===== src/rtl/text_line_buffer.sv =====
// Single-line text buffer: characters are appended or backspaced from the write side
// while a VGA scan reads the cell under the beam with one cycle of latency.
module text_line_buffer #(
  parameter int unsigned MAX_CHARS  = 16,
  parameter int unsigned SCALE      = 1,
  parameter int unsigned ORIGIN_ROW = 0,
  parameter int unsigned ORIGIN_COL = 0
) (
  input  logic                           clk,
  input  logic                           rst_l,
  input  logic                           wr_valid,
  input  logic [7:0]                     wr_char,
  output logic                           wr_ready,
  input  logic                           clear,
  output logic                           busy,
  output logic [$clog2(MAX_CHARS+1)-1:0] length,
  input  logic [9:0]                     VGA_row,
  input  logic [9:0]                     VGA_col,
  output logic [7:0]                     character,
  output logic                           in_region
);

  localparam int unsigned LW     = $clog2(MAX_CHARS + 1);
  localparam int unsigned IW     = $clog2(MAX_CHARS);
  localparam int unsigned CELL_W = 6 * SCALE;
  localparam int unsigned LINE_W = CELL_W * MAX_CHARS;
  localparam logic [7:0]  SPACE     = 8'h20;
  localparam logic [7:0]  BACKSPACE = 8'h08;

  typedef enum logic [1:0] {CLEAR, READY, FULL} state_t;

  state_t          state, next_state;
  logic [IW-1:0]   clr_idx, next_idx;
  logic [LW-1:0]   next_len, len_m1;
  logic [7:0]      cells [MAX_CHARS];

  logic            mem_we;
  logic [IW-1:0]   mem_addr;
  logic [7:0]      mem_data;

  logic [31:0]     row_off, col_off;
  logic [IW-1:0]   rd_idx;
  logic            rd_hit;
  logic [7:0]      rd_char;

  assign busy     = (state == CLEAR);
  assign wr_ready = (state == READY) || ((state == FULL) && (wr_char == BACKSPACE));
  assign len_m1   = length - LW'(1);

  always_ff @(posedge clk) begin
    if (!rst_l) begin
      state   <= CLEAR;
      clr_idx <= '0;
      length  <= '0;
    end else begin
      state   <= next_state;
      clr_idx <= next_idx;
      length  <= next_len;
    end
  end

  // Clear has priority over any write presented in the same cycle.
  always_comb begin
    next_state = state;
    next_idx   = clr_idx;
    next_len   = length;
    mem_we     = 1'b0;
    mem_addr   = '0;
    mem_data   = SPACE;
    case (state)
      CLEAR: begin
        mem_we   = 1'b1;
        mem_addr = clr_idx;
        if (clear) begin
          next_idx = '0;
        end else if (clr_idx == IW'(MAX_CHARS - 1)) begin
          next_state = READY;
          next_idx   = '0;
          next_len   = '0;
        end else begin
          next_idx = clr_idx + IW'(1);
        end
      end
      READY, FULL: begin
        if (clear) begin
          next_state = CLEAR;
          next_idx   = '0;
          next_len   = '0;
        end else if (wr_valid && wr_ready) begin
          if (wr_char == BACKSPACE) begin
            if (length != '0) begin
              next_len   = len_m1;
              mem_we     = 1'b1;
              mem_addr   = len_m1[IW-1:0];
              next_state = READY;
            end
          end else begin
            mem_we   = 1'b1;
            mem_addr = length[IW-1:0];
            mem_data = wr_char;
            next_len = length + LW'(1);
            if (length == LW'(MAX_CHARS - 1)) begin
              next_state = FULL;
            end
          end
        end
      end
      default: begin
        next_state = CLEAR;
        next_idx   = '0;
        next_len   = '0;
      end
    endcase
    if (!rst_l) begin
      mem_we = 1'b0;
    end
  end

  always_ff @(posedge clk) begin
    if (mem_we) begin
      cells[mem_addr] <= mem_data;
    end
  end

  // Offsets wrap to huge values when the scan is above/left of the origin,
  // so a single upper-bound compare covers both edges of the box.
  always_comb begin
    row_off = 32'(VGA_row) - ORIGIN_ROW;
    col_off = 32'(VGA_col) - ORIGIN_COL;
    rd_hit  = (row_off < CELL_W) && (col_off < LINE_W);
    rd_idx  = IW'(col_off / CELL_W);
    rd_char = SPACE;
    if (rd_hit) begin
      rd_char = cells[rd_idx];
    end
  end

  always_ff @(posedge clk) begin
    if (!rst_l) begin
      character <= SPACE;
      in_region <= 1'b0;
    end else begin
      character <= rd_char;
      in_region <= rd_hit;
    end
  end

endmodule


===== config.mk =====
export PLATFORM = sky130hd
export DESIGN_NAME = text_line_buffer
export DESIGN_NICKNAME = d
export VERILOG_FILES = /design/src/rtl/text_line_buffer.sv
export SDC_FILE = /design/constraint.sdc
export NUM_CORES = 1
export LEC_CHECK = 0
export CORE_ASPECT_RATIO = 0.8
export CORE_UTILIZATION = 46
export CTS_BUF_LIST = sky130_fd_sc_hd__clkbuf_4 sky130_fd_sc_hd__clkbuf_8 sky130_fd_sc_hd__clkbuf_16
export CTS_CLUSTER_SIZE = 16
export DETAILED_ROUTE_END_ITERATION = 7
export HOLD_SLACK_MARGIN = 0.03
export PLACE_DENSITY_LB_ADDON = 0.15
export SETUP_SLACK_MARGIN = 0.3
export SLEW_MARGIN = 10
export SYNTH_ARGS = -nofsm -noshare
export SYNTH_HDL_FRONTEND = slang
export SYNTH_SLANG_ARGS = --single-unit

===== constraint.sdc =====
create_clock -name clk -period 5.45 [get_ports clk]
set_input_delay 1.3625 -clock clk [delete_from_list [all_inputs] [get_ports clk]]
set_output_delay 1.3625 -clock clk [all_outputs]
set_load 0.03 [all_outputs]

==> run summary, run 1 <==
The arrival time at the worst endpoint came out at 5.12 ns. From bottom edge to top edge, the die measures 112 µm. The die covers around 16,000 µm².

Of all flip-flops after synthesis, the portion carrying an async set or reset was 0%. For this run, the top clock speed supported by timing is 0.208 GHz. After synthesis, the most frequently instantiated cells are edfxtp_1 (128), nor2_1 (58), mux2i_1 (34).

The cell count of the worst reg-to-reg path came out at 9. The CTS tree is yes. The area growth from synthesis to layout is 19.8%. The worst path required time is 5.78 ns. The overall track demand over capacity in global routing is 21.1%.

The violation count after the first detailed-routing iteration is about 430. The area fraction of the dominant cell type after synthesis is a little under three fifths. Among all flip-flop cells after synthesis, the most frequent one is edfxtp_1. The layout net count is about 660.

The post-detailed-route wirelength per cell is about 19 µm. The floorplan has 39 rows. The area inside the core boundary came out at 14,500 µm². The initial utilization of the core area, before any placement, comes to 47.8%. The number of cells upsized or downsized after cts came out at 0.

Setup repair after global routing left no endpoint under its margin. The maximum ir drop on the vdd rail is roughly 240 µV. The worst hold path begins at state[1]. The number of pins exceeding their max-slew limit in the final report is 0. The synthesized design spends more area on one cell type than any other, namely edfxtp_1.

The number of flops mapped to enable cells by yosys came out at around 130. Using the TritonRoute via totals, the vias-per-cell ratio works out to about 5.8. The last weighted congestion value of the routability-driven placer came out at a little under 0.9. The antenna violation net count after detailed routing came out at 0.

The initial antenna violation count came out at 0. The worst register-to-register path begins at state[0]. The horizontal extent of the die came out at between 100 and 150 µm. Once the clock tree was built, the setup fixing pass inserted 0 buffers. The clock period minus worst slack is approximately 4.8 ns. The largest fanout on the critical path is 15. The critical path is of the input pin to flop type. After detailed routing, the number of remaining DRC violations is 2. The number of buffers on the longest clock path came out at 2.

The count of buffers inserted at the top-level ports is between 40 and 50. The mean instance size in the synthesized netlist came out at roughly 12 µm². The maximum number of pins on one net before global-route repair came out at 33. The checks that failed: design-rule violations. The tool flagged a number of max-cap violations equal to 0. The tightest min-delay check is of the flop to flop type. STA classifies the critical path startpoint as an input pin. Synthesis handed over a netlist of approximately 560 instances. The final-layout fill cell count came out at 1,172. The standby leakage power came out at roughly 0.0032 µW. The number of stages on the worst hold path came out at 2. The number of distinct standard cells referenced by the synthesized netlist is approximately 70.

In this run the clock root is driven by a clkbuf_16. The flip-flop and latch count after synthesis is 148. The part of the Yosys area used for sequential elements came out at around 60%. The first detailed-routing pass ran for 8 iterations. The number of nets produced by synthesis is between 500 and 600. The fraction of the cycle the final worst path needs came out at ~90%. The via count is ~4,700. The clock-pin slew on the worst setup and hold paths came out at 0.06 ns.

Sorting the synthesized cells by area gives the leading types as edfxtp_1 (55%), dfxtp_1 (5.8%), mux2i_1 (4.9%). The number of antenna cells inserted is 0. For this run, the number of Yosys warnings is 0. The overall power consumption came out at around 2600 µW. The netlist area before placement is roughly 6900 µm². The power density over the cells came out at 313 nW/µm².

The worst hold path terminates at state[1]. The via count of the first global-routing pass was roughly 4,500. The setup check on the worst reg-to-reg path leaves a slack of ~2.1 ns. The final hold violation count is 0. During I/O placement, the number of pins put on the boundary was 48. Detailed placement finished with a half-perimeter wire length of between 10,000 and 15,000 µm. The TritonCTS buffer count came out at 17. The setup TNS is 0 ns. The number of sinks driven by the clock tree is 148. Clock latency on the worst-skew pair, taken at its later pin, is 0.41 ns. Across all hold checks on the routed design, the worst slack comes to approximately 0.5 ns.

The number of buffers inserted for hold repair after clock tree synthesis came out at 0. The endpoint of the most critical register-to-register path is cells[4][5]. The total number of H-tree levels is 4. Of the cells placed in the final design, the portion with a size suffix greater than 1 is roughly 13%. The final setup violation count is 0. The worst clock skew is between 0.006 and 0.007 ns. The first global-routing pass estimated approximately 24,000 µm of wire. The total overflow left after global routing is 0. Yosys instantiated no cell more often than edfxtp_1. The flow ran to the end, but the final reports show violations. The transition time at the pin with the least slew margin is 0.988 ns. The worst setup path is captured at a flop. The total wirelength of the detailed-routed design came out at 15,500 µm. The headroom to the max-slew limit is 34.2%.
==> how the worst max path moves through the flow <==
stage,from,end,slack (ns),depth (start not counted)
after floorplan,wr_char[0],cells[0][0],1.0,12
after global placement,VGA_col[9],character[2],0.32,12
after detailed placement,VGA_col[9],character[2],0.28,12
after CTS,VGA_col[9],character[2],0.70,12
after global routing,VGA_col[8],character[2],0.41,12
final,VGA_col[9],character[2],0.65,12
==> power breakdown <==
| group | leakage, µW | internal (µW) | switching [µW] |
|---|---|---|---|
| Clock | 0.000276 | 682 | 439 |
| Combinational | 0.00130 | 107 | 147 |
| Sequential | 0.00159 | 1220 | 1.98 |
| Total | 0.00316 | 2010 | 588 |
==> logic make-up (layout without fill, tap and decap cells) <==
group,after synthesis,after routing,synth area share (%)
compound gates,134,134,14.5
simple gates,181,181,13.8
mux,34,34,4.91
xor+xnor,5,5,0.632
flops,148,148,61.3
fa+ha+maj,10,10,1.81
buf+inv,45,122,3.11
==> final cells by class <==
class                   instances  area [µm²]  area share (%)
flip-flops and latches        148        4240            51.1
multi-input cells             364        2490            30.0
repair buffers                 75         701            8.44
clock buffers                  19         440            5.31
well taps                     184         230            2.77
clock inverters                13         136            1.64
inverters                      15        56.3           0.679
==> critical path, cell delays in order <==
cell and delay (ns):
clkdlybuf4s50_1 0.43, ha_1 0.33, nand3b_1 0.23, a22o_1 0.28
a32o_1 0.27, a21oi_1 0.22, a21oi_1 0.11, o31a_1 0.29
a311oi_4 0.86, a22oi_1 0.30, o211a_1 0.24, o211ai_1 0.18
==> state kept, by name, indices dropped and copies added (netlist names) <==
register and count:
cells 128, character 8, length 5, clr_idx 4, state 2, in_region 1
==> metal layers <==
metal / GRT usage, % / routed length, µm
met1: 30.4 / 7210
met2: 32.1 / 7130
met3: 4.65 / 1070
met4: 5.85 / 68
met5: 0 / 0
==> per-stage QoR <==
| step | cell area, µm² | setup slack, ns | cells | utilization [%] |
|---|---|---|---|---|
| finish | 8300 | 0.650 | 818 | 57.3 |
| global route | 8300 | 0.406 | 818 | 57.3 |
| CTS | 8300 | 0.696 | 818 | 57.2 |
| detailed placement | 7720 | 0.280 | 786 | 53.3 |
| global placement | 7720 | 0.316 | 786 | 53.3 |
| floorplan | 6930 | 0.997 | 557 | - |
==> cell usage in the layout (no fill, tap or decap), drive strengths merged, types with 9 or more instances in the layout <==
master	n
a21oi	21
clkdlybuf4s50	45
nor3	10
nand4	11
a22oi	9
and2	12
nand2	30
inv	16
a22o	27
ha	10
mux2i	34
nor2b	9
dfxtp	20
clkbuf	19
nand3	10
nor2	58
edfxtp	128
o21ai	37
buf	30
(Power assumes the default switching activity.)
==> run 2, diff against run 1 <==
--- a/config.mk
+++ b/config.mk
@@ -13,7 +13,7 @@
 export HOLD_SLACK_MARGIN = 0.03
 export PLACE_DENSITY_LB_ADDON = 0.15
 export SETUP_SLACK_MARGIN = 0.3
-export SLEW_MARGIN = 10
+export SLEW_MARGIN = 0
 export SYNTH_ARGS = -nofsm -noshare
 export SYNTH_HDL_FRONTEND = slang
 export SYNTH_SLANG_ARGS = --single-unit
==> constraint.sdc (replaced) <==
create_clock -name clk -period 4.15 [get_ports clk]
set_input_delay 1.0375 -clock clk [delete_from_list [all_inputs] [get_ports clk]]
set_output_delay 1.0375 -clock clk [all_outputs]
set_load 0.03 [all_outputs]
==> run 2 against run 1 <==
Effect of this change: the flow now finishes without violations; non-clock buffer count rose by 64; combinational power rose by 110%; core utilization is 6.1 points higher; sequential power rose by 31%; global-route usage increased by 2.7 points; worst setup slack worse by 0.37 ns; routed wire length grew 13%; total power grew 45%; sequential cell count is the same; clock power rose by 44%; final cell count grew 7.9%; sequential share of layout area decreased by 4.9 points.
==> run summary, run 2 (synthesis gave the netlist of run 1 again) <==
The flow ran to the end, and the final reports show no timing, DRC or antenna violations. The clock period minus worst slack came out at 3.87 ns. Ranked by flip-flop count, first place goes to cells. The number of detailed-route iterations in the first pass is 5 (-3). The critical path in this run is classified as input pin to flop. The CTS tree is yes.

The library cell used most frequently in the layout, excluding fill and tap cells, is edfxtp_1. The violation count after the first detailed-routing iteration is 400 (-5.9%). The power density over the cells came out at 409 nW/µm² (+31%). The final hold violation count came out at 0 (unchanged). The category of the worst setup path capture point is a flop. The via count came out at 5,056 (+6.8%). The largest fanout on the critical path is 7 (-8). The fraction of the cycle the final worst path needs came out at between 90% and 100%. The final setup violation count is 0 (unchanged). The number of pins exceeding their max-slew limit in the final report was 0 (unchanged). The critical path launch point type is an input pin.

The overall track demand over capacity in global routing came out at 23.8% (+2.7 points). The remaining global-route overflow came out at 0 (unchanged). The worst clock skew came to 0.00653 ns (+0.000524 ns). The number of buffers inserted for hold repair after clock tree synthesis came to 0 (unchanged). The mean number of vias per cell is 5.73 (-1.0%).

The total wirelength of the detailed-routed design is 17,500 µm (+13%). The total I/O pin count is 48 (unchanged). The smallest setup slack after layout is 0.279 ns (-0.371 ns). The total number of H-tree levels is 4 (unchanged). The cell total after placement came out at 837 (+6.5%).

The antenna violation net count after detailed routing was 0 (unchanged). The clock insertion delay at the later pin of the skew report is 0.42 ns (about the same). The tightest min-delay check is of the flop to flop type. The root buffer cell chosen for the clock tree is clkbuf_16. The number of core rows is 39 (unchanged). The post-DP HPWL came to 11,100 µm (+5.5%). The area growth from synthesis to layout came out at 32.6%. The last weighted congestion value of the routability-driven placer came out at 0.851 (-2.9%). The headroom to the max-slew limit came out at 48.3% (+14 points). The TritonCTS buffer count was 17 (unchanged). The horizontal extent of the die was 139 µm (unchanged). The peak clock frequency supported by timing is approximately 0.26 GHz.

The top cell types in the final layout, fill and taps aside, are edfxtp_1 (128), buf_4 (73), nor2_1 (53). The layout cell share with drive strength beyond 1 was 25.8% (+12 points). The transition time at the pin with the least slew margin is 0.776 ns (-0.212 ns). The worst path required time was 4.43 ns (-1.35 ns).

The setup TNS came out at 0 ns (unchanged). The via count of the first global-routing pass came out at 4,939 (+10%). The layout net count is 728 (+9.8%). The count of buffers inserted at the top-level ports is 45 (unchanged). The maximum ir drop on the vdd rail came out at 352 µV (+47%). The number of remaining DRC errors is 0 (-2). The number of sinks driven by the clock tree is 148 (unchanged). The maximum number of pins on one net before global-route repair came out at 21 (-36%).

Setup repair after global routing could not meet its margin everywhere. The flip-flop count of the largest register after layout came to 128 (unchanged). The first-pass GRT wire length came out at 27,500 µm (+13%). The area inside the core boundary came out at 14,500 µm² (unchanged). The pre-CTS worst setup slack is -0.709 ns (-0.988 ns). The count of max-cap constraint violations came out at 0 (unchanged).

The overall power consumption was 3760 µW (+45%). The non-filler instance count after layout came out at 883 (+7.9%). The number of buffers on the longest clock path came out at 2 (unchanged). The arrival time at the worst endpoint is 4.15 ns (-0.97 ns). The standby leakage power is 0.00359 µW (+13%). The initial standard-cell utilization of the core is 47.8% (unchanged).

The worst hold slack across all endpoints is 0.513 ns (-0.000673 ns). The die height is 112 µm (unchanged). The area of the die is 15,600 µm² (unchanged). The largest registers in the layout are cells (128), character (8), length (5). The clock-pin slew on the worst setup and hold paths came out at 0.06 ns (about the same).

The post-detailed-route wirelength per cell is 19.8 µm (+4.8%). The initial antenna violation count is 0 (unchanged). The number of antenna cells inserted came out at 0 (unchanged).
[run 2: cell count changes in the layout (fill, tap and decap cells not counted), sizes merged, moves of 2 or more]
| cell | before | now |
|---|---|---|
| clkdlybuf4s50 | 45 | 40 |
| clkinvlp | 4 | 2 |
| buf | 30 | 96 |
| bufinv | 2 | 4 |
| clkbuf | 19 | 22 |
[run 2: layout make-up]
type,instances,area [µm²]
Multi-Input combinational cell,365,2690
Timing Repair Buffer,139,1340
Fill cell,1060,5310
Sequential cell,148,4240
Tap cell,184,230
Clock buffer,21,468
Clock inverter,11,158
Inverter,15,56.3
[run 2: worst max-delay path: stages]
cell	delay [ns]
buf_8	0.10
ha_4	0.23
and4bb_1	0.26
a211o_1	0.21
buf_6	0.12
a221oi_2	0.05
o211a_4	0.27
buf_6	0.12
or4b_4	0.51
and3_4	0.19
o31ai_4	0.25
buf_4	0.16
buf_8	0.12
buf_16	0.14
nor2_2	0.05
o21ai_2	0.18
nand4_1	0.12
[run 2: repair_timing]
item / CTS / global route
cloned: 5 / 0
endpoints found under the setup margin: 9 / 8
setup buffers: 8 / 1
gates resized for setup: 33 / 32
pin swaps: 13 / 23
[run 2: final timing paths]
kind / from / end / slack [ns] / depth (start not counted)
worst min register to register: state[0] / state[0] / 0.51 / 2
worst min-delay path: state[0] / state[0] / 0.51 / 2
worst max register to register: state[1] / cells[5][6] / 1.19 / 12
worst max-delay path: VGA_col[8] / character[6] / 0.28 / 17
[run 2: power breakdown]
part / internal, µW / switching [µW] / total [µW]
Clock: 1040 / 570 / 1610
Sequential: 1600 / 2.80 / 1600
Combinational: 276 / 262 / 538
[run 2: through the flow]
step	util (%)	area, µm²
6_report	63.4	9190
5_1_grt	63.4	9190
3_3_place_gp	56.5	8180
4_1_cts	62.5	9060
3_5_place_dp	56.5	8180
2_1_floorplan	-	6960
[run 2: routing by layer]
metal,vias to the layer above,part of all wire (%),global-route usage (%)
li1,2401,-,-
met1,2451,47,35.6
met2,189,44,35.3
met3,15,7.7,4.82
met4,0,0.80,6.30
met5,-,0,0
==> run 3, diff against run 2 <==
--- a/config.mk
+++ b/config.mk
@@ -5,7 +5,6 @@
 export SDC_FILE = /design/constraint.sdc
 export NUM_CORES = 1
 export LEC_CHECK = 0
-export CORE_ASPECT_RATIO = 0.8
 export CORE_UTILIZATION = 46
 export CTS_BUF_LIST = sky130_fd_sc_hd__clkbuf_4 sky130_fd_sc_hd__clkbuf_8 sky130_fd_sc_hd__clkbuf_16
 export CTS_CLUSTER_SIZE = 16
==> run 3 against run 2 <==
Effect of this change: combinational power decreased by 17%; largest cell class unchanged; design area shrank 4.2%; critical path type unchanged; count of clock-buffer cells in the layout shrank 3.
==> run summary, run 3 (synthesis gave the netlist of run 1 again) <==
The internal power consumption is 2610 µW (-10%). The largest fanout on the critical path came out at 7 (unchanged). The layout cell share with drive strength beyond 1 was 22.1% (-3.7 points). The horizontal extent of the die came out at 125 µm (-10%). The most critical setup path has its endpoint at character[2]. The clock-pin slew on the worst setup and hold paths is 0.06 ns (about the same). The pre-CTS worst setup slack is -0.552 ns (+0.156 ns). The area inside the core boundary is 14,600 µm² (+0.67%). The via count of the first global-routing pass came out at 4,909 (-0.61%). The peak clock frequency supported by timing is 0.267 GHz (+3.3%).

The post-detailed-route wirelength per cell came to 19.0 µm (-4.1%). The headroom to the max-slew limit is 31.8% (-16 points). The die height is 125 µm (+12%). The number of detailed-route iterations in the first pass was 5 (unchanged). The run finished with clean final reports.

The fraction of the cycle the final worst path needs came out at 90.3% (-3.0 points). The number of buffers on the longest clock path is 2 (unchanged). The non-filler instance count after layout is 863 (-2.3%). cells holds more flip-flops than any other register.

The total wirelength of the detailed-routed design came out at 16,400 µm (-6.2%). The combinational share of power came to 12.9% (-1.4 points). The maximum number of pins on one net before global-route repair was 33 (+57%). The clock period minus worst slack is 3.75 ns (-0.124 ns). Tracing the worst setup path back leads to its startpoint at VGA_col[7]. The mean number of vias per cell came out at 5.69 (-0.58%). The maximum ir drop on the vdd rail is 270 µV (-23%). The TritonCTS buffer count is 17 (unchanged). The number of pins exceeding their max-slew limit in the final report came out at 0 (unchanged). In the final layout, the registers with the most flip-flops are cells (128), character (8), length (5). The sequential share of power came out at 46.2% (+3.5 points).

The overall track demand over capacity in global routing is 22.1% (-1.7 points). The final hold violation count is 0 (unchanged). The switching power summed over all nets came out at 859 µW (+2.9%). The fraction of power spent switching nets is 24.7% (+2.5 points). The final-layout fill cell count came to 1,141 (+7.6%). The total I/O pin count is 48 (unchanged). The final design utilization is 60.4% (-3.0 points).

The worst clock skew came out at 0.00975 ns (+0.00322 ns). The via count is 4,913 (-2.8%). The initial antenna violation count is 0 (unchanged). The category of the worst setup path capture point is a flop. The antenna violation net count after detailed routing was 0 (unchanged). The area growth from synthesis to layout is 27.1%. The total number of H-tree levels is 4 (unchanged). The cell count of the worst reg-to-reg path is 11 (-1). The instance area at placement is 7990 µm² (-2.3%). The count of buffers inserted at the top-level ports is 45 (unchanged). The number of buffers inserted for hold repair after clock tree synthesis is 0 (unchanged). The power density over the cells came out at 395 nW/µm² (-3.5%). The cell total after placement is 815 (-2.6%). The slack of the worst reg-to-reg path was 1.03 ns (-0.16 ns). The worst path required time was 4.44 ns (about the same).

The count of max-cap constraint violations is 0 (unchanged). The design area came out at 8800 µm² (-4.2%). The last weighted congestion value of the routability-driven placer came to 0.833 (-2.2%). The smallest setup slack after layout was 0.403 ns (+0.124 ns).

In the layout the commonest cells are edfxtp_1 (128), buf_4 (62), nor2_1 (57). The initial standard-cell utilization of the core is 47.5% (-0.32 points). TritonCTS built the clock tree. The part of the power in the clock network is 40.9% (-2.0 points). The number of stages on the worst hold path is 2 (unchanged). The flip-flop count of the largest register after layout came out at 128 (unchanged).

The violation count after the first detailed-routing iteration is 315 (-21%). The clock insertion delay at the later pin of the skew report is 0.42 ns (about the same). The startpoint identified for the worst register-to-register timing path is state[1].

The remaining global-route overflow is 0 (unchanged). The first-pass GRT wire length is 26,400 µm (-3.7%). The worst hold path class is flop to flop. The library cell used most frequently in the layout, excluding fill and tap cells, is edfxtp_1. The number of antenna cells inserted is 0 (unchanged).

The transition time at the pin with the least slew margin is 1.02 ns (+0.243 ns). The final setup violation count came out at 0 (unchanged). The critical path is of the input pin to flop type. The worst setup path is launched from an input pin. The tree is rooted in a clkbuf_16.

The standby leakage power came out at 0.00346 µW (-3.6%). The endpoint of the most critical register-to-register path is cells[4][6]. In this run the most critical hold path is launched from state[1]. The area of the die came to 15,600 µm² (about the same). The arrival time at the worst endpoint is 4.04 ns (-0.11 ns).

The post-DP HPWL came out at 10,800 µm (-2.4%). The layout net count came out at 708 (-2.7%). The number of remaining DRC errors came out at 0 (unchanged). The number of sinks driven by the clock tree is 148 (unchanged).

The overall power consumption is 3470 µW (-7.5%). Setup repair after global routing left no endpoint under its margin. The number of core rows is 44 (+13%).
==> run 3: cell types whose count changed in the layout (fill, tap and decap cells not counted), sizes merged <==
cell | before | now
dlygate4sd2 | 1 | 2
bufinv | 4 | 0
clkbuf | 22 | 21
clkinvlp | 2 | 1
clkinv | 5 | 7
bufbuf | 0 | 1
a311oi | 3 | 2
buf | 96 | 74
clkdlybuf4s15 | 1 | 0
inv | 15 | 21
==> run 3: power by group through the flow <==
stage          logic, µW  clock network (µW)  registers [µW]
2_1_floorplan        224                   0            1640
3_3_place_gp         365                   0            1640
3_5_place_dp         370                   0            1640
4_1_cts              439                1440            1600
5_1_grt              478                1500            1600
6_report             449                1420            1600
==> run 3: how the worst min path moves through the flow <==
stage               slack, ns        to
finish                   0.52  state[1]
global route             0.54  state[0]
CTS                      0.51  state[0]
detailed placement       0.51  state[0]
global placement         0.49  state[0]
floorplan                0.48  state[0]
==> run 3: area by class of cell <==
cell class              count  area [µm²]  share of cell area, %
multi-input cells         364        2600                   29.5
well taps                 184         230                   2.61
clock buffers              18         433                   4.92
repair buffers            120        1120                   12.7
flip-flops and latches    148        4240                   48.2
inverters                  15        56.3                  0.639
clock inverters            14         121                   1.38
==> run 3: stage by stage <==
step	setup TNS, ns	hold slack, ns
floorplan	0	0.475
global placement	-3.89	0.491
detailed placement	-4.13	0.506
CTS	0	0.515
global route	0	0.540
finish	0	0.521
==> run 3: layer usage <==
metal	up-vias	GRT usage (%)	part of all wire [%]
li1	2348	-	-
met1	2406	29.6	45
met2	135	36.6	49
met3	24	3.78	4.1
met4	0	7.16	1.4
met5	-	0	0
==> run 3: timing repair <==
action,4_1_cts,5_1_grt
pin swaps,13,10
resized for setup,22,12
buffers inserted,10,3
gates cloned,3,0
endpoints found under the setup margin,9,8
hold endpoints to repair,0,0
==> run 3: critical path, cell delays in order <==
cell and delay, ns:
dlygate4sd2_1 0.27, buf_2 0.15, and3b_2 0.20, a22o_1 0.20, a32o_2 0.25, a21oi_2 0.14
buf_4 0.13, or4b_4 0.46, and3_4 0.19, o31ai_4 0.29, buf_6 0.17, bufbuf_16 0.27
o211a_1 0.18, o211ai_1 0.09
==> RTL edit 1, RTL diff (config.mk and constraints of run 2) <==
The parameter `MAX_CHARS` goes from 16 to 32.
--- a/src/rtl/text_line_buffer.sv
+++ b/src/rtl/text_line_buffer.sv
@@ -1,7 +1,7 @@
 // Single-line text buffer: characters are appended or backspaced from the write side
 // while a VGA scan reads the cell under the beam with one cycle of latency.
 module text_line_buffer #(
-  parameter int unsigned MAX_CHARS  = 16,
+  parameter int unsigned MAX_CHARS  = 32,
   parameter int unsigned SCALE      = 1,
   parameter int unsigned ORIGIN_ROW = 0,
   parameter int unsigned ORIGIN_COL = 0
Interface: changed (resized length); port bits go from 48 to 49. The function was not compared with the original's and may differ.
==> RTL edit 1 against run 2 <==
  * Sequential cell count increased by 130
  * Routed wire length increased by 88%
  * Critical path type unchanged
  * Hold slack improved by 21 ps
  * Total power up 73%
  * Cell area rose by 82%
  * Sequential power rose by 89%
  * The run now ends with negative setup slack left
  * Worst setup slack got worse by 480 ps
  * Synthesized area rose by 79%
==> RTL edit 1: results (changes against run 2) <==
status: "finished with violations"
failed_checks: "negative setup slack"
via_count: 8331  # +65%
leakage_uw: 0.00639  # +78%
cts_root_buffer: "clkbuf_16"
synth_cell_type_count: 85  # +18%
endpoint: "character[7]"
timing.rr.start: "state[0]"
cts_resized: 97  # +190%
whs_endpoint: "clr_idx[3]"
ys_top_cells_by_count: "256 x edfxtp_1, 83 x mux2i_1, 66 x nor2_1, 61 x nand2_1, 29 x a21oi_1"
drt_iter0_drc: 743  # +86%
wirelength_microns: 32800  # +88%
met1_length_microns: 15200  # +84%
top_regs: "cells: 256 flops, character: 8 flops, length: 6 flops"
clockBufferDepth: 3  # +1
synth.net_count: 907  # +51%
grt_pass1_vias: 8087  # +64%
nets: 1138  # +56%
met3_wirelength_microns: 2410  # +80%
cts-htree-levels: 1  # -3
layout_setup_ws_ps: -197  # -476 ps
met2_length_microns: 14400  # +87%
gp_congestion: 0.893  # +4.9%
cts_setup_buffers: 16  # +8
finClkSkew_ps: 22.2  # +15.6 ps
peakVddDrop_uv: 313  # -11%
grt_max_degree: 33  # +57%
seq_area_frac_synth_pct: 65.5  # +4.2 points
grt_pass1_wl_microns: 49500  # +80%
hp-class: "reg2reg"
reg2regPathDepth: 11  # -1
r2r_slack_ps: 1090  # -100 ps
slew_headroom_pct: 55.0  # +6.7 points
dp_cells: 1387  # +66%
synth_edf_count: 256  # +100%
timing.rr.end: "cells[22][2]"
dp_hpwl_microns: 22000  # +99%
numCtsBuffers: 28  # +11
cell_internal_pwr_uw: 5040  # +73%
setup-violations-final: 8  # +8
setup_tns_ps: -1300  # -1300 ps
avgViaCountPerCell: 5.66  # -1.2%
track_usage_pct: 24.5  # +0.66 points
hp-start: "clr_idx[3]"
dpl_worst_slack_ps: -1080  # -368 ps
port_buffers: 46  # +2.2%
synthCells: 865  # +55%
[RTL edit 1: logic make-up (layout without fill, tap and decap cells)]
kind of cell | after synthesis | after routing | synth area share [%]
buffers and inverters | 50 | 301 | 2.42
and+or+nand+nor | 228 | 228 | 9.36
muxes | 119 | 119 | 10.7
adders and majority gates | 10 | 10 | 1.01
AOI/OAI and AO/OA | 173 | 173 | 10.5
DFF | 278 | 278 | 65.5
xor gates and xnor gates | 7 | 7 | 0.494
[RTL edit 1: per-stage QoR]
stage / power [uW] / instance area, sq um / hold WS, ps / util (%)
6_report: 6500 / 16700 / 534 / 63.3
5_1_grt: 6700 / 16700 / 571 / 63.3
4_1_cts: 6470 / 16400 / 534 / 62.1
3_5_place_dp: 3760 / 14800 / 525 / 56.0
3_3_place_gp: 3760 / 14800 / 506 / 56.0
2_1_floorplan: 3510 / 12700 / 472 / -
[RTL edit 1: power groups by stage]
stage,logic (uW),registers (uW),clock network (uW)
after global routing,1020,3020,2650
after floorplan,429,3080,0
after global placement,678,3080,0
final,974,3020,2500
after detailed placement,680,3080,0
after CTS,901,3020,2540
[RTL edit 1: per-layer routing]
metal | up-vias | track usage [%]
met5 | - | 0
met4 | 0 | 6.19
met3 | 51 | 4.54
met2 | 276 | 36.0
met1 | 4127 | 37.3
li1 | 3877 | -
[RTL edit 1: area by class of cell]
type                            instances  area [sq um]
Sequential cell                       278          8130
Tap cell                              357           447
Inverter                               13          48.8
Fill cell                            1996          9680
Timing Repair Buffer                  238          2480
Multi-Input combinational cell        537          4690
Clock buffer                           42           818
Clock inverter                          8           103
[RTL edit 1: worst min-delay path, stage by stage, from the launching register on]
cell and delay [ps]:
dfxtp_1 340, o21ai_0 90, a21oi_1 60
==> RTL edit 2, RTL diff (flow settings as in run 2) <==
Made on the original files. The 3 states of `state_t` get a one-hot encoding in 3 bits.
--- a/src/rtl/text_line_buffer.sv
+++ b/src/rtl/text_line_buffer.sv
@@ -27,7 +27,7 @@
   localparam logic [7:0]  SPACE     = 8'h20;
   localparam logic [7:0]  BACKSPACE = 8'h08;
 
-  typedef enum logic [1:0] {CLEAR, READY, FULL} state_t;
+  typedef enum logic [2:0] {CLEAR = 3'b001, READY = 3'b010, FULL = 3'b100} state_t;
 
   state_t          state, next_state;
   logic [IW-1:0]   clr_idx, next_idx;
Behaviour: no difference found for any inputs over 4 cycles, from zero or initial values and one cycle with rst_l low; so few cycles prove little.
==> RTL edit 2 against run 2 <==
  * Cell area up 3.5%
  * Worst setup slack worse by 270 ps
  * Routed wire length grew 0.19%
  * Total power is 7.6% higher
  * Via count up 3.7%
  * Synthesized area grew 1.3%
  * Sequential cell count grew 1
  * Utilization up 1.8 points
==> RTL edit 2: results (changes against run 2) <==
first_pass_iters: 5  # unchanged
synth_cell_type_count: 72  # unchanged
nFillCells: 1047  # -1.2%
n_antenna_cell: 0  # unchanged
synthTopCellsByArea: "edfxtp_1 55%, mux2i_1 8.4%, dfxtp_1 6.0%, nor2_1 2.2%, a22oi_1 2.0%"
worstPathArrival_ps: 4450  # +300 ps
port_buffers: 45  # unchanged
wirelength_microns: 17500  # +0.19%
synth.net_count: 589  # -1.7%
startpoint: "VGA_col[9]"
drt_iter0_drc: 371  # -7.2%
grt_pass1_vias: 5147  # +4.2%
grt_max_degree: 17  # -19%
status: "complete, no violations"
gp_congestion: 0.874  # +2.7%
peakVddDrop_uv: 335  # -4.9%
clockBufferDepth: 2  # unchanged
finClkSkew_ps: 8.58  # +2.04 ps
syn_area_per_cell_sq_um: 12.7  # +2.4%
dp_cells: 852  # +1.8%
timing.rr.start: "length[1]"
synth_compound_area_share_pct: 14.2  # -0.26 points
drive_above_1_share_pct: 29.0  # +3.3 points
dpl_worst_slack_ps: -816  # -108 ps
synth_xor_area_share_pct: 0.998  # +0.37 points
grt_pass1_wl_microns: 27700  # +0.96%
cell_internal_pwr_uw: 3070  # +5.1%
r2r_slack_ps: 1370  # +180 ps
track_usage_pct: 23.6  # -0.23 points
whs_endpoint: "state[1]"
nets: 742  # +1.9%
leakage_uw: 0.00359  # about the same
hp-start: "state[1]"
synth_fa_ha_area_share_pct: 1.07  # -0.74 points
cts_root_buffer: "clkbuf_16"
reg2regPathDepth: 9  # -3
muxShareOfSynthArea_pct: 8.58  # +3.7 points
via_count: 5243  # +3.7%
timing.rr.end: "cells[8][3]"
ys_top_cells_by_count: "128 x edfxtp_1, 59 x mux2i_1, 41 x nor2_1, 25 x nand2_1, 23 x a21oi_1"
clkSlewWorstSetupHoldPaths_ps: 60  # about the same
seq_area_frac_synth_pct: 60.8  # -0.51 points
avgViaCountPerCell: 5.82  # +1.6%
dp_hpwl_microns: 12200  # +10%
worst_pin_slew_ps: 745  # -30.6 ps
## RTL edit 2: layer usage
metal	GRT usage [%]	vias to the layer above	part of all wire [%]
li1	-	2457	-
met1	32.9	2568	46
met5	0	-	0
met2	36.9	197	46
met3	5.76	21	6.7
met4	6.45	0	1.3
## RTL edit 2: kinds of logic after synthesis
kind of cell / Yosys count
DFF: 149
adders and majority gates: 6
AOI/OAI and AO/OA: 132
xor gates and xnor gates: 8
and+or+nand+nor: 153
buffers and inverters: 43
muxes: 60
## RTL edit 2: worst max path at each step
stage	slack (ps)	depth (start not counted)	end
6_report	10	18	character[0]
5_1_grt	-120	18	character[0]
4_1_cts	70	17	character[0]
3_5_place_dp	-820	16	character[1]
3_3_place_gp	-710	16	character[1]
2_1_floorplan	-190	15	character[5]
## RTL edit 2: area by class of cell
type,instances,area [sq um],share of cell area (%)
clock buffers,17,425,4.48
clock inverters,15,243,2.55
inverters,19,71.3,0.750
multi-input cells,359,2820,29.7
flip-flops and latches,149,4260,44.9
well taps,184,230,2.42
repair buffers,158,1450,15.3
## RTL edit 2: power groups by stage
stage	Combinational [uW]	Clock (uW)	Sequential, uW
after floorplan	337	0	1660
after global placement	569	0	1650
after global routing	744	1800	1620
final	703	1720	1620
after CTS	665	1740	1620
after detailed placement	584	0	1660
## RTL edit 2: critical path, cell delays in order
cell	delay, ps
buf_8	100
ha_4	310
nor4bb_4	60
a221oi_4	300
o221ai_4	190
buf_6	150
o21a_4	200
o211a_4	270
nor4_4	240
a221oi_2	100
buf_4	150
o21ai_4	340
buf_12	160
buf_12	120
mux2i_2	230
a221oi_2	90
buf_4	170
a22o_1	200
## RTL edit 2: repair_timing
item | in CTS | in global routing
pin swaps | 26 | 18
cloned | 1 | 0
setup endpoints to repair | 8 | 8
gates resized for setup | 45 | 25
buffers inserted | 12 | 4
## RTL edit 2: stage by stage
step	hold slack, ps	TNS, ps	util [%]	instance area (sq um)
after floorplan	466	-192	-	7110
after global placement	496	-5270	57.8	8440
after detailed placement	511	-6120	57.8	8440
after CTS	521	0	64.2	9370
after global routing	533	-710	65.1	9510
final	518	0	65.1	9510
